--- config.mk ---
export PLATFORM = sky130hd
export DESIGN_NAME = vga_timing_gen_flat
export DESIGN_NICKNAME = d
export VERILOG_FILES = /design/src/rtl/vga_timing_gen_if.sv /design/src/rtl/vga_timing_gen.sv /design/src/flat_wrapper.sv
export SDC_FILE = /design/constraint.sdc
export NUM_CORES = 1
export LEC_CHECK = 0
export CAP_MARGIN = 30
export CORE_ASPECT_RATIO = 1.1
export CORE_MARGIN = 10
export CORE_UTILIZATION = 55
export CTS_CLUSTER_DIAMETER = 120
export DETAILED_ROUTE_END_ITERATION = 8
export PLACE_DENSITY_LB_ADDON = 0.25
export SKIP_LAST_GASP = 1
export SLEW_MARGIN = 20
export SYNTH_ARGS = -nofsm -noshare
export SYNTH_HDL_FRONTEND = slang
export SYNTH_SLANG_ARGS = --single-unit
--- constraint.sdc ---
create_clock -name clk -period 6.1 [get_ports clk]
set_input_delay 0.61 -clock clk [delete_from_list [all_inputs] [get_ports clk]]
set_output_delay 0.61 -clock clk [all_outputs]
set_load 0.1 [all_outputs]
--- src/rtl/vga_timing_gen_if.sv ---
// Raster timing bundle driven by vga_timing_gen and observed by the pixel generators.
interface vga_timing_gen_if;
    logic [15:0] Hcount;
    logic [15:0] Vcount;
    logic        hsync;
    logic        vsync;
    logic        video_on;
    logic        pix_tick;
    logic        frame_start;

    modport master (
        output Hcount, Vcount, hsync, vsync, video_on, pix_tick, frame_start
    );

    modport slave (
        input  Hcount, Vcount, hsync, vsync, video_on, pix_tick, frame_start
    );
endinterface

--- src/rtl/vga_timing_gen.sv ---
// Free-running VGA raster timing generator: clock divider to pixel rate,
// Hcount/Vcount raster counters and registered sync/active-video decodes.
module vga_timing_gen #(
    parameter int unsigned CLK_DIV  = 2,
    parameter int unsigned H_ACTIVE = 800,
    parameter int unsigned H_FP     = 56,
    parameter int unsigned H_SYNC   = 120,
    parameter int unsigned H_BP     = 64,
    parameter int unsigned V_ACTIVE = 600,
    parameter int unsigned V_FP     = 37,
    parameter int unsigned V_SYNC   = 6,
    parameter int unsigned V_BP     = 23,
    parameter bit          HS_POL   = 1'b1,
    parameter bit          VS_POL   = 1'b1
) (
    input  logic             clk,
    input  logic             reset,
    vga_timing_gen_if.master vga
);
    localparam int unsigned H_TOTAL  = H_ACTIVE + H_FP + H_SYNC + H_BP;
    localparam int unsigned V_TOTAL  = V_ACTIVE + V_FP + V_SYNC + V_BP;
    localparam logic [3:0]  DIV_LAST = 4'(CLK_DIV - 1);
    localparam logic [15:0] H_LAST   = 16'(H_TOTAL - 1);
    localparam logic [15:0] V_LAST   = 16'(V_TOTAL - 1);
    localparam logic [15:0] H_VIS    = 16'(H_ACTIVE);
    localparam logic [15:0] V_VIS    = 16'(V_ACTIVE);
    localparam logic [15:0] HS_BEG   = 16'(H_ACTIVE + H_FP);
    localparam logic [15:0] HS_END   = 16'(H_ACTIVE + H_FP + H_SYNC);
    localparam logic [15:0] VS_BEG   = 16'(V_ACTIVE + V_FP);
    localparam logic [15:0] VS_END   = 16'(V_ACTIVE + V_FP + V_SYNC);

    logic [3:0]  div_q, div_d;
    logic [15:0] hcnt_q, hcnt_d;
    logic [15:0] vcnt_q, vcnt_d;
    logic        hsync_q, hsync_d;
    logic        vsync_q, vsync_d;
    logic        video_q, video_d;
    logic        frame_q, frame_d;
    logic        tick;
    logic        h_wrap;
    logic        v_wrap;

    // Next-state: divider, raster counters, and sync/video decoded from the next counts
    // so the registered outputs always line up with the counts presented alongside them.
    always_comb begin
        tick    = (div_q == DIV_LAST);
        h_wrap  = (hcnt_q == H_LAST);
        v_wrap  = (vcnt_q == V_LAST);
        div_d   = tick ? '0 : div_q + 4'd1;
        hcnt_d  = hcnt_q;
        vcnt_d  = vcnt_q;
        hsync_d = hsync_q;
        vsync_d = vsync_q;
        video_d = video_q;
        frame_d = tick && h_wrap && v_wrap;
        if (tick) begin
            hcnt_d = h_wrap ? '0 : hcnt_q + 16'd1;
            if (h_wrap) begin
                vcnt_d = v_wrap ? '0 : vcnt_q + 16'd1;
            end
            hsync_d = ((hcnt_d >= HS_BEG) && (hcnt_d < HS_END)) ? HS_POL : ~HS_POL;
            vsync_d = ((vcnt_d >= VS_BEG) && (vcnt_d < VS_END)) ? VS_POL : ~VS_POL;
            video_d = (hcnt_d < H_VIS) && (vcnt_d < V_VIS);
        end
    end

    // State registers; reset restarts the raster at (0,0) with syncs inactive.
    always_ff @(posedge clk or posedge reset) begin
        if (reset) begin
            div_q   <= '0;
            hcnt_q  <= '0;
            vcnt_q  <= '0;
            hsync_q <= ~HS_POL;
            vsync_q <= ~VS_POL;
            video_q <= 1'b0;
            frame_q <= 1'b0;
        end else begin
            div_q   <= div_d;
            hcnt_q  <= hcnt_d;
            vcnt_q  <= vcnt_d;
            hsync_q <= hsync_d;
            vsync_q <= vsync_d;
            video_q <= video_d;
            frame_q <= frame_d;
        end
    end

    assign vga.Hcount      = hcnt_q;
    assign vga.Vcount      = vcnt_q;
    assign vga.hsync       = hsync_q;
    assign vga.vsync       = vsync_q;
    assign vga.video_on    = video_q;
    assign vga.pix_tick    = tick;
    assign vga.frame_start = frame_q;
endmodule

--- src/flat_wrapper.sv ---
// flat-port wrapper written by rule: the top's interface ports become plain ports
module vga_timing_gen_flat 
#(
    parameter int unsigned CLK_DIV  = 2,
    parameter int unsigned H_ACTIVE = 800,
    parameter int unsigned H_FP     = 56,
    parameter int unsigned H_SYNC   = 120,
    parameter int unsigned H_BP     = 64,
    parameter int unsigned V_ACTIVE = 600,
    parameter int unsigned V_FP     = 37,
    parameter int unsigned V_SYNC   = 6,
    parameter int unsigned V_BP     = 23,
    parameter bit          HS_POL   = 1'b1,
    parameter bit          VS_POL   = 1'b1
)
  (clk, reset, vga_Hcount, vga_Vcount, vga_hsync, vga_vsync, vga_video_on, vga_pix_tick, vga_frame_start);
  vga_timing_gen_if vga_i ();
  input  logic clk;
  input  logic reset;
  output wire logic [$bits(vga_i.Hcount)-1:0] vga_Hcount;
  output wire logic [$bits(vga_i.Vcount)-1:0] vga_Vcount;
  output wire logic [$bits(vga_i.hsync)-1:0] vga_hsync;
  output wire logic [$bits(vga_i.vsync)-1:0] vga_vsync;
  output wire logic [$bits(vga_i.video_on)-1:0] vga_video_on;
  output wire logic [$bits(vga_i.pix_tick)-1:0] vga_pix_tick;
  output wire logic [$bits(vga_i.frame_start)-1:0] vga_frame_start;
  assign vga_Hcount = vga_i.Hcount;
  assign vga_Vcount = vga_i.Vcount;
  assign vga_hsync = vga_i.hsync;
  assign vga_vsync = vga_i.vsync;
  assign vga_video_on = vga_i.video_on;
  assign vga_pix_tick = vga_i.pix_tick;
  assign vga_frame_start = vga_i.frame_start;
  vga_timing_gen #(.CLK_DIV(CLK_DIV), .H_ACTIVE(H_ACTIVE), .H_FP(H_FP), .H_SYNC(H_SYNC), .H_BP(H_BP), .V_ACTIVE(V_ACTIVE), .V_FP(V_FP), .V_SYNC(V_SYNC), .V_BP(V_BP), .HS_POL(HS_POL), .VS_POL(VS_POL)) u_core (.clk(clk), .reset(reset), .vga(vga_i));
endmodule
* Word level (Yosys, flattened, before mapping) *
Cells that the tools add are included.

storage, ports and cells
  register bits after elaboration = 40
  input bits = 2
  output and inout bits = 37
  word-level logic and storage cells = 31

cells by class
  add/subtract/negate cells = 3
  order comparisons = 6
  equality and inequality tests = 3
  multiplexer cells = 7
  reductions and logical operators = 5

operators with widths
  kind                   count
  $lt 16x10->1 const B   4
  $mux 16                4
  $add 16x1->16 const B  2
  $ge 16x10->1 const B   2
  $eq 16x10->1 const B   1
  $eq 16x11->1 const B   1
  $logic_and 1x1->1      5
  $add 4x1->4 const B    1
  $eq 4x1->1 const B     1
  $mux 4                 1
  $mux 1                 2

* Depth between registers and ports, before layout *
Gate-level depths: netlist (run 1).

  word-level depth = 7
  depth in mapped cells = 11
  depth with buffers taken out = 9

* Worst setup path after synthesis (run 1) *
No wires, ideal clock.

  path kind = reg-to-reg
  start = reg u_core.hcnt_q[9], in the netlist u_core.vga.Hcount[9]
  end = reg u_core.video_q, in the netlist u_core.vga.video_on
  library setup time = 0.127 ns
  arrival = 3.274 ns
  required time = 5.973 ns
  setup slack = 2.699 ns
  stages on the path, launching flop included = 11
  buffers on the path = 3
  path through = dfrtp_1 > buf_6 > or4b_1 > buf_2 > or4_4 > buf_6 > or4_4 > o21ai_2 > nand4_1 > a211oi_1 > a21oi_1

on the way
  longest elaborated chain between the ends = 5
  elaborated cells between the ends (all ways) = 8

RTL lines
  item                                                                   RTL line              source
  start, declared                                                        vga_timing_gen.sv:33  logic [15:0] hcnt_q, hcnt_d;
  start signal, assigned                                                 vga_timing_gen.sv:79  hcnt_q <= hcnt_d;
  parallel branches: the longest is 4 deep, another holds $add 16x1->16  --
  $logic_and 1x1->1 (*)                                                  vga_timing_gen.sv:63  video_d = (hcnt_d < H_VIS) && (vcnt_d < V_VIS);
  end signal, assigned                                                   vga_timing_gen.sv:83  video_q <= video_d;
  end, declared                                                          vga_timing_gen.sv:37  logic video_q, video_d;

Every way passes the cells marked *. The select of a mux whose other input is x is not followed.
A chain may end at the register's enable or synchronous reset.

* Worst setup path in the final report (run 1) *
  start = reg u_core.div_q[1]
  end = out vga_pix_tick

on the way
  longest elaborated chain between the ends = 1

RTL lines
  item                    RTL line              source
  start, declared         vga_timing_gen.sv:32  logic [3:0] div_q, div_d;
  start signal, assigned  vga_timing_gen.sv:78  div_q <= div_d;
  $eq 4x1->1              vga_timing_gen.sv:46  tick = (div_q == DIV_LAST);
  end, declared           flat_wrapper.sv:25    output wire logic [$bits(vga_i.pix_tick)-1:0] vga_pix_tick;

Every way passes these cells.

==> results.py, run 1 <==
metrics = {
    "floorplanning": {
        "die_area_mm2": 0.008479,
        "rows": 27,
        "design.portCount": 39,
        "core_area_mm2": 0.005034,
        "die_h_um": 95.59,
        "die_w_um": 88.71,
        "start_util_pct": 56.75,
    },
    "place": {
        "routabilityCongestion": 0.8828,
        "dp_hpwl_um": 5737,
        "placed_cells": 422,
        "portBuffers": 38,
        "post-place-ws_ps": 2755,
    },
    "grt": {
        "grt_usage_pct": 19.63,
        "grt_pass1_vias": 2746,
        "grt_pass1_wl_um": 13460,
        "antenna_found_initial": 0,
        "grt_start_max_net_pins": 41,
        "overflow": 0,
    },
    "final_layout": {
        "areaGrowthSynthToFinish_pct": 15.24,
        "layout-drive-gt1-share_pct": 5.108,
        "instances_no_fill": 430,
        "fin_nets": 376,
        "diodes": 0,
        "nFillCells": 447,
    },
    "critical_path": {
        "end_kind": "output pin",
        "r2r-start": "u_core.vga.Hcount[9]$_DFFE_PP0P_",
        "reg2reg_to": "u_core.vga.video_on$_DFFE_PP0P_",
        "startpoint_type": "flop",
        "ff2ff_setup_slack_ps": 2920,
        "arrival_ps": 3080,
        "crit_required_ps": 5490,
        "r2r_cells": 7,
        "worstSetupPathType": "reg2out",
        "worst-path-max-fanout": 27,
    },
    "sta": {
        "fin_crit_ps": 3693,
        "relSlewSlack_pct": 34.46,
        "hold_viol": 0,
        "clock.fmax_ghz": 0.2707,
        "rsz0062_at_grt": "false",
        "setup_tns_ps": 0,
        "finalCritPeriodShare_pct": 60.55,
        "fin_ws_ps": 2407,
        "whs_ps": 493.2,
        "finClkSkew_ps": 4.199,
        "tightest_slew_ps": 980.1,
        "finalSetupViolCount": 0,
        "slew_violations": 0,
    },
    "drt": {
        "first_pass_iters": 5,
        "drtIter0Drc": 255,
        "vias_per_cell": 6.700,
        "drtAntennaViolNets": 0,
        "vias": 2881,
        "routed_wl_um": 8092,
        "wire_per_inst_um": 18.82,
        "route.detailed.drc": 0,
    },
    "power": {
        "switching_power_mw": 0.1066,
        "power.share.clock_pct": 40.1,
        "power_mw": 0.4524,
        "switching_share_pct": 23.57,
        "p_per_area_mw_per_mm2": 137.4,
        "power_leakage_nw": 1.354,
        "p_int_mw": 0.3458,
        "power_frac_seq_pct": 58.5,
        "combPwrFrac_pct": 1.4,
        "vdd_drop_max_uv": 94.48,
    },
    "synth": {
        "netlist_area_mm2": 0.002856,
        "ys.flop_type": "dfrtp_1",
        "yosys.area.top_type": "dfrtp_1",
        "synthArstFlopShare_pct": 100.0,
        "synth.net_count": 357,
        "synth.top_cells.by_count": "nand2_1, dfrtp_1, o21ai_0, clkbuf_1, nand3_1",
        "yosys_warnings": 0,
        "synthTopCellsByArea": "dfrtp_1, nand2_1, o21ai_0",
        "ys_seq_area_share_pct": 35.04,
        "synth_cell_type_count": 57,
        "synthCells": 352,
        "post-synth-top-count-cell": "nand2_1",
        "synth_edf_count": 0,
        "synth.top_cell.area_share_pct": 35.04,
        "yosys_register_bits": 40,
        "avgSynthCellArea_um2": 8.115,
    },
    "clocking": {
        "cts_tree": "done",
        "clock_sinks": 40,
        "path_clk_slew_ps": 80,
        "htreeDepth": 2,
        "postCtsSetupRepairBufs": 0,
        "clk_latency_ps": 300,
        "holdBufCountCts": 0,
        "root_buffer": "clkbuf_8",
        "clockBufferDepth": 2,
        "cts_buffers": 5,
        "cts.repair.resized": 0,
    },
    "status": {
        "outcome": "completed",
    },
    "min_path": {
        "holdPathStages": 1,
        "min_from": "u_core.div_q[0]$_DFF_PP0_",
        "holdPathEnd": "u_core.div_q[0]$_DFF_PP0_",
        "hold_path.class": "reg2reg",
    },
    "flow_run": {
        "cap_viol_max_count": 0,
    },
}
[power by group through the flow]
stage / Clock, mW / Combinational (mW) / Sequential, mW
after detailed placement: 0 / 0.00681 / 0.270
after global placement: 0 / 0.00659 / 0.270
after CTS: 0.184 / 0.00678 / 0.265
final: 0.181 / 0.00627 / 0.265
after floorplan: 0 / 0.00390 / 0.270
after global routing: 0.193 / 0.00739 / 0.265
[worst max-delay path by stage]
stage                                                start  depth (start not counted)                              end
after floorplan           u_core.vga.Hcount[9]$_DFFE_PP0P_                         10  u_core.vga.video_on$_DFFE_PP0P_
after global placement           u_core.div_q[1]$_DFF_PP0_                          5                     vga_pix_tick
after detailed placement         u_core.div_q[1]$_DFF_PP0_                          5                     vga_pix_tick
after CTS                        u_core.div_q[1]$_DFF_PP0_                          5                     vga_pix_tick
after global routing             u_core.div_q[1]$_DFF_PP0_                          5                     vga_pix_tick
final                            u_core.div_q[1]$_DFF_PP0_                          5                     vga_pix_tick
[through the flow]
step           cell area, um^2  utilization, %
2_1_floorplan             2856               -
3_3_place_gp              3204           63.66
3_5_place_dp              3204           63.66
4_1_cts                   3292           65.40
5_1_grt                   3292           65.40
6_report                  3292           65.40
[routing by layer]
metal / track usage, % / share of wire, %
met1: 23.94 / 40
met5: 0 / 0
met4: 9.030 / 2.7
met2: 32.15 / 49
met3: 4.352 / 8.2
[worst max-delay path, cell delays in order, from the launching register on]
cell and delay (ps):
dfrtp_1 410, nand2b_1 150, or3_1 300, buf_4 220, clkinv_1 450, clkdlybuf4s50_1 1250
[cell families after synthesis]
logic type	count (synthesis)	share of synthesized area (%)
mux	2	0.7009
flops	40	35.04
xor+xnor	22	6.746
simple gates	167	31.85
fa+ha+maj	3	1.314
compound gates	83	19.10
buf+inv	35	5.256
[cell type report]
class,instances,area (um^2),share of cell area (%)
clock inverter,3,18.77,0.5701
tap,58,72.57,2.204
inverter,6,22.52,0.6841
multi-input combinational,277,1705,51.81
timing repair buffer,41,402.9,12.24
clock buffer,5,68.82,2.090
sequential,40,1001,30.41
[registers in the layout, summed over array words and instances, names as in the netlist]
register and flops:
u_core.vga.video_on 1, u_core.vga.hsync 1, u_core.div_q 4, u_core.vga.Vcount 16, u_core.vga.frame_start 1, u_core.vga.Hcount 16
u_core.vga.vsync 1
[layout by cell type (no fill, tap or decap), types with 4 or more instances in the layout]
| cell type | count |
|---|---|
| nand3_1 | 23 |
| xnor2_1 | 14 |
| o31ai_1 | 9 |
| or4_1 | 5 |
| and3_1 | 11 |
| a211oi_1 | 7 |
| a21o_1 | 4 |
| nand2_1 | 47 |
| a31oi_1 | 4 |
| nor3_1 | 12 |
| nor4_1 | 6 |
| nand4_1 | 11 |
| nor2_1 | 19 |
| o21ai_0 | 26 |
| clkdlybuf4s50_1 | 38 |
| inv_1 | 5 |
| a21oi_1 | 10 |
| or3_1 | 4 |
| xor2_1 | 8 |
| o211ai_1 | 7 |
| dfrtp_1 | 40 |
| clkbuf_8 | 5 |
Note: power is estimated with default switching activity, not from simulation.
==> run 2, diff against run 1 <==
==> constraint.sdc (replaced) <==
create_clock -name clk -period 3.9 [get_ports clk]
set_input_delay 0.39 -clock clk [delete_from_list [all_inputs] [get_ports clk]]
set_output_delay 0.39 -clock clk [all_outputs]
set_load 0.1 [all_outputs]
==> results.py, run 2 (synthesis results as in run 1) <==
metrics = {
    "status": {
        "outcome": "completed",
    },
    "clocking": {
        "root_buffer": "clkbuf_8",
        "clock_sinks": 40,
        "path_clk_slew_ps": 90,
        "cts.repair.resized": 0,
        "clk_latency_ps": 310,
        "postCtsSetupRepairBufs": 0,
        "cts_buffers": 5,
        "htreeDepth": 2,
        "cts_tree": "done",
        "holdBufCountCts": 0,
        "clockBufferDepth": 2,
    },
    "sta": {
        "tightest_slew_ps": 990.6,
        "finClkSkew_ps": 7.698,
        "hold_viol": 0,
        "fin_ws_ps": 765.8,
        "rsz0062_at_grt": "false",
        "finalSetupViolCount": 0,
        "slew_violations": 0,
        "clock.fmax_ghz": 0.3191,
        "finalCritPeriodShare_pct": 80.37,
        "relSlewSlack_pct": 33.76,
        "fin_crit_ps": 3134,
        "setup_tns_ps": 0,
    },
    "critical_path": {
        "r2r-start": "u_core.vga.Hcount[9]$_DFFE_PP0P_",
        "r2r_cells": 7,
        "endpoint": "u_core.vga.video_on$_DFFE_PP0P_",
        "cp.depth": 7,
        "arrival_ps": 3370,
        "critPathMaxStageDelay_ps": 720,
        "worstSetupPathType": "reg2reg",
        "reg2reg_to": "u_core.vga.video_on$_DFFE_PP0P_",
        "ff2ff_setup_slack_ps": 770,
        "cp_cell_sequence": "or4b_1 > or4_4 > nor3_1 > o211a_1 > o21ai_0 > nand4b_1 > a21oi_1",
        "crit_required_ps": 4140,
        "cp-startpoint": "u_core.vga.Hcount[9]$_DFFE_PP0P_",
        "path_delay_family": "simple AND/OR/NAND/NOR gates",
        "startpoint_type": "flop",
        "worst-path-max-fanout": 20,
        "critPathBufInv": 0,
        "cp_slowest_cell": "or4_4",
        "end_kind": "flop",
    },
    "floorplanning": {
        "core_area_mm2": 0.005034,
        "die_h_um": 95.59,
        "die_w_um": 88.71,
        "rows": 27,
        "start_util_pct": 56.75,
        "design.portCount": 39,
        "die_area_mm2": 0.008479,
    },
    "place": {
        "routabilityCongestion": 0.9395,
        "post-place-ws_ps": 837.2,
        "place_area_mm2": 0.003209,
        "placed_cells": 423,
        "portBuffers": 38,
        "dp_hpwl_um": 5647,
    },
    "drt": {
        "wire_per_inst_um": 18.36,
        "drtAntennaViolNets": 0,
        "wl_met3_um": 629,
        "routed_wl_um": 7913,
        "first_pass_iters": 5,
        "met1_length_um": 3242,
        "routed.top_layer": "met4",
        "drtIter0Drc": 356,
        "vias": 2868,
        "vias_per_cell": 6.654,
        "route.detailed.drc": 0,
        "wl_met2_um": 3737,
    },
    "power": {
        "power_leakage_nw": 1.370,
        "p_per_area_mw_per_mm2": 234.8,
        "vdd_drop_max_uv": 207.3,
    },
    "flow_run": {
        "cap_viol_max_count": 0,
    },
    "grt": {
        "antenna_found_initial": 0,
        "grt_start_max_net_pins": 41,
        "overflow": 0,
        "grt_usage_pct": 19.28,
        "grt_pass1_vias": 2669,
        "grt_pass1_wl_um": 13130,
    },
    "min_path": {
        "hold_path.class": "reg2reg",
    },
    "final_layout": {
        "layout-drive-gt1-share_pct": 5.630,
        "diodes": 0,
        "instances_no_fill": 431,
        "layout_common_cells": "nand2_1, dfrtp_1, clkdlybuf4s50_1",
        "fin_nets": 377,
        "areaGrowthSynthToFinish_pct": 16.43,
        "finalInstanceArea_mm2": 0.003326,
        "final_common_cell": "nand2_1",
    },
}
## run 2: area by class of cell
| class | instances | area (um^2) |
|---|---|---|
| inverter | 6 | 22.52 |
| sequential | 40 | 1001 |
| clock inverter | 3 | 47.55 |
| clock buffer | 5 | 68.82 |
| fill | 440 | 1708 |
| tap | 58 | 72.57 |
| timing repair buffer | 42 | 407.9 |
| multi-input combinational | 277 | 1705 |
## run 2: where the power goes
part           switching [mW]  total [mW]  internal (mW)
sequential                  0       0.414          0.414
clock                   0.164       0.357          0.193
combinational         0.00820     0.00980        0.00160
total                   0.172       0.781          0.609
## run 2: how the worst min path moves through the flow
stage	startpoint	endpoint	slack (ps)	depth (start not counted)
CTS	u_core.div_q[0]$_DFF_PP0_	u_core.div_q[0]$_DFF_PP0_	490	1
global route	u_core.div_q[3]$_DFF_PP0_	u_core.div_q[3]$_DFF_PP0_	520	1
finish	u_core.div_q[3]$_DFF_PP0_	u_core.div_q[3]$_DFF_PP0_	490	1
detailed placement	u_core.div_q[0]$_DFF_PP0_	u_core.div_q[0]$_DFF_PP0_	480	1
global placement	u_core.div_q[0]$_DFF_PP0_	u_core.div_q[0]$_DFF_PP0_	470	1
floorplan	u_core.div_q[0]$_DFF_PP0_	u_core.div_q[0]$_DFF_PP0_	450	1
## run 2: per-stage QoR
stage | hold WS, ps | util (%) | total power, mW
global placement | 473.2 | 63.76 | 0.4331
finish | 493.1 | 66.07 | 0.7810
CTS | 494.3 | 66.07 | 0.7836
detailed placement | 478.2 | 63.76 | 0.4333
global route | 520.7 | 66.07 | 0.8056
floorplan | 453.6 | - | 0.4287
## run 2: routing by layer
metal / up-vias / track usage (%)
met5: - / 0
met4: 0 / 10.51
met3: 28 / 5.119
met2: 147 / 30.02
met1: 1348 / 23.67
li1: 1345 / -
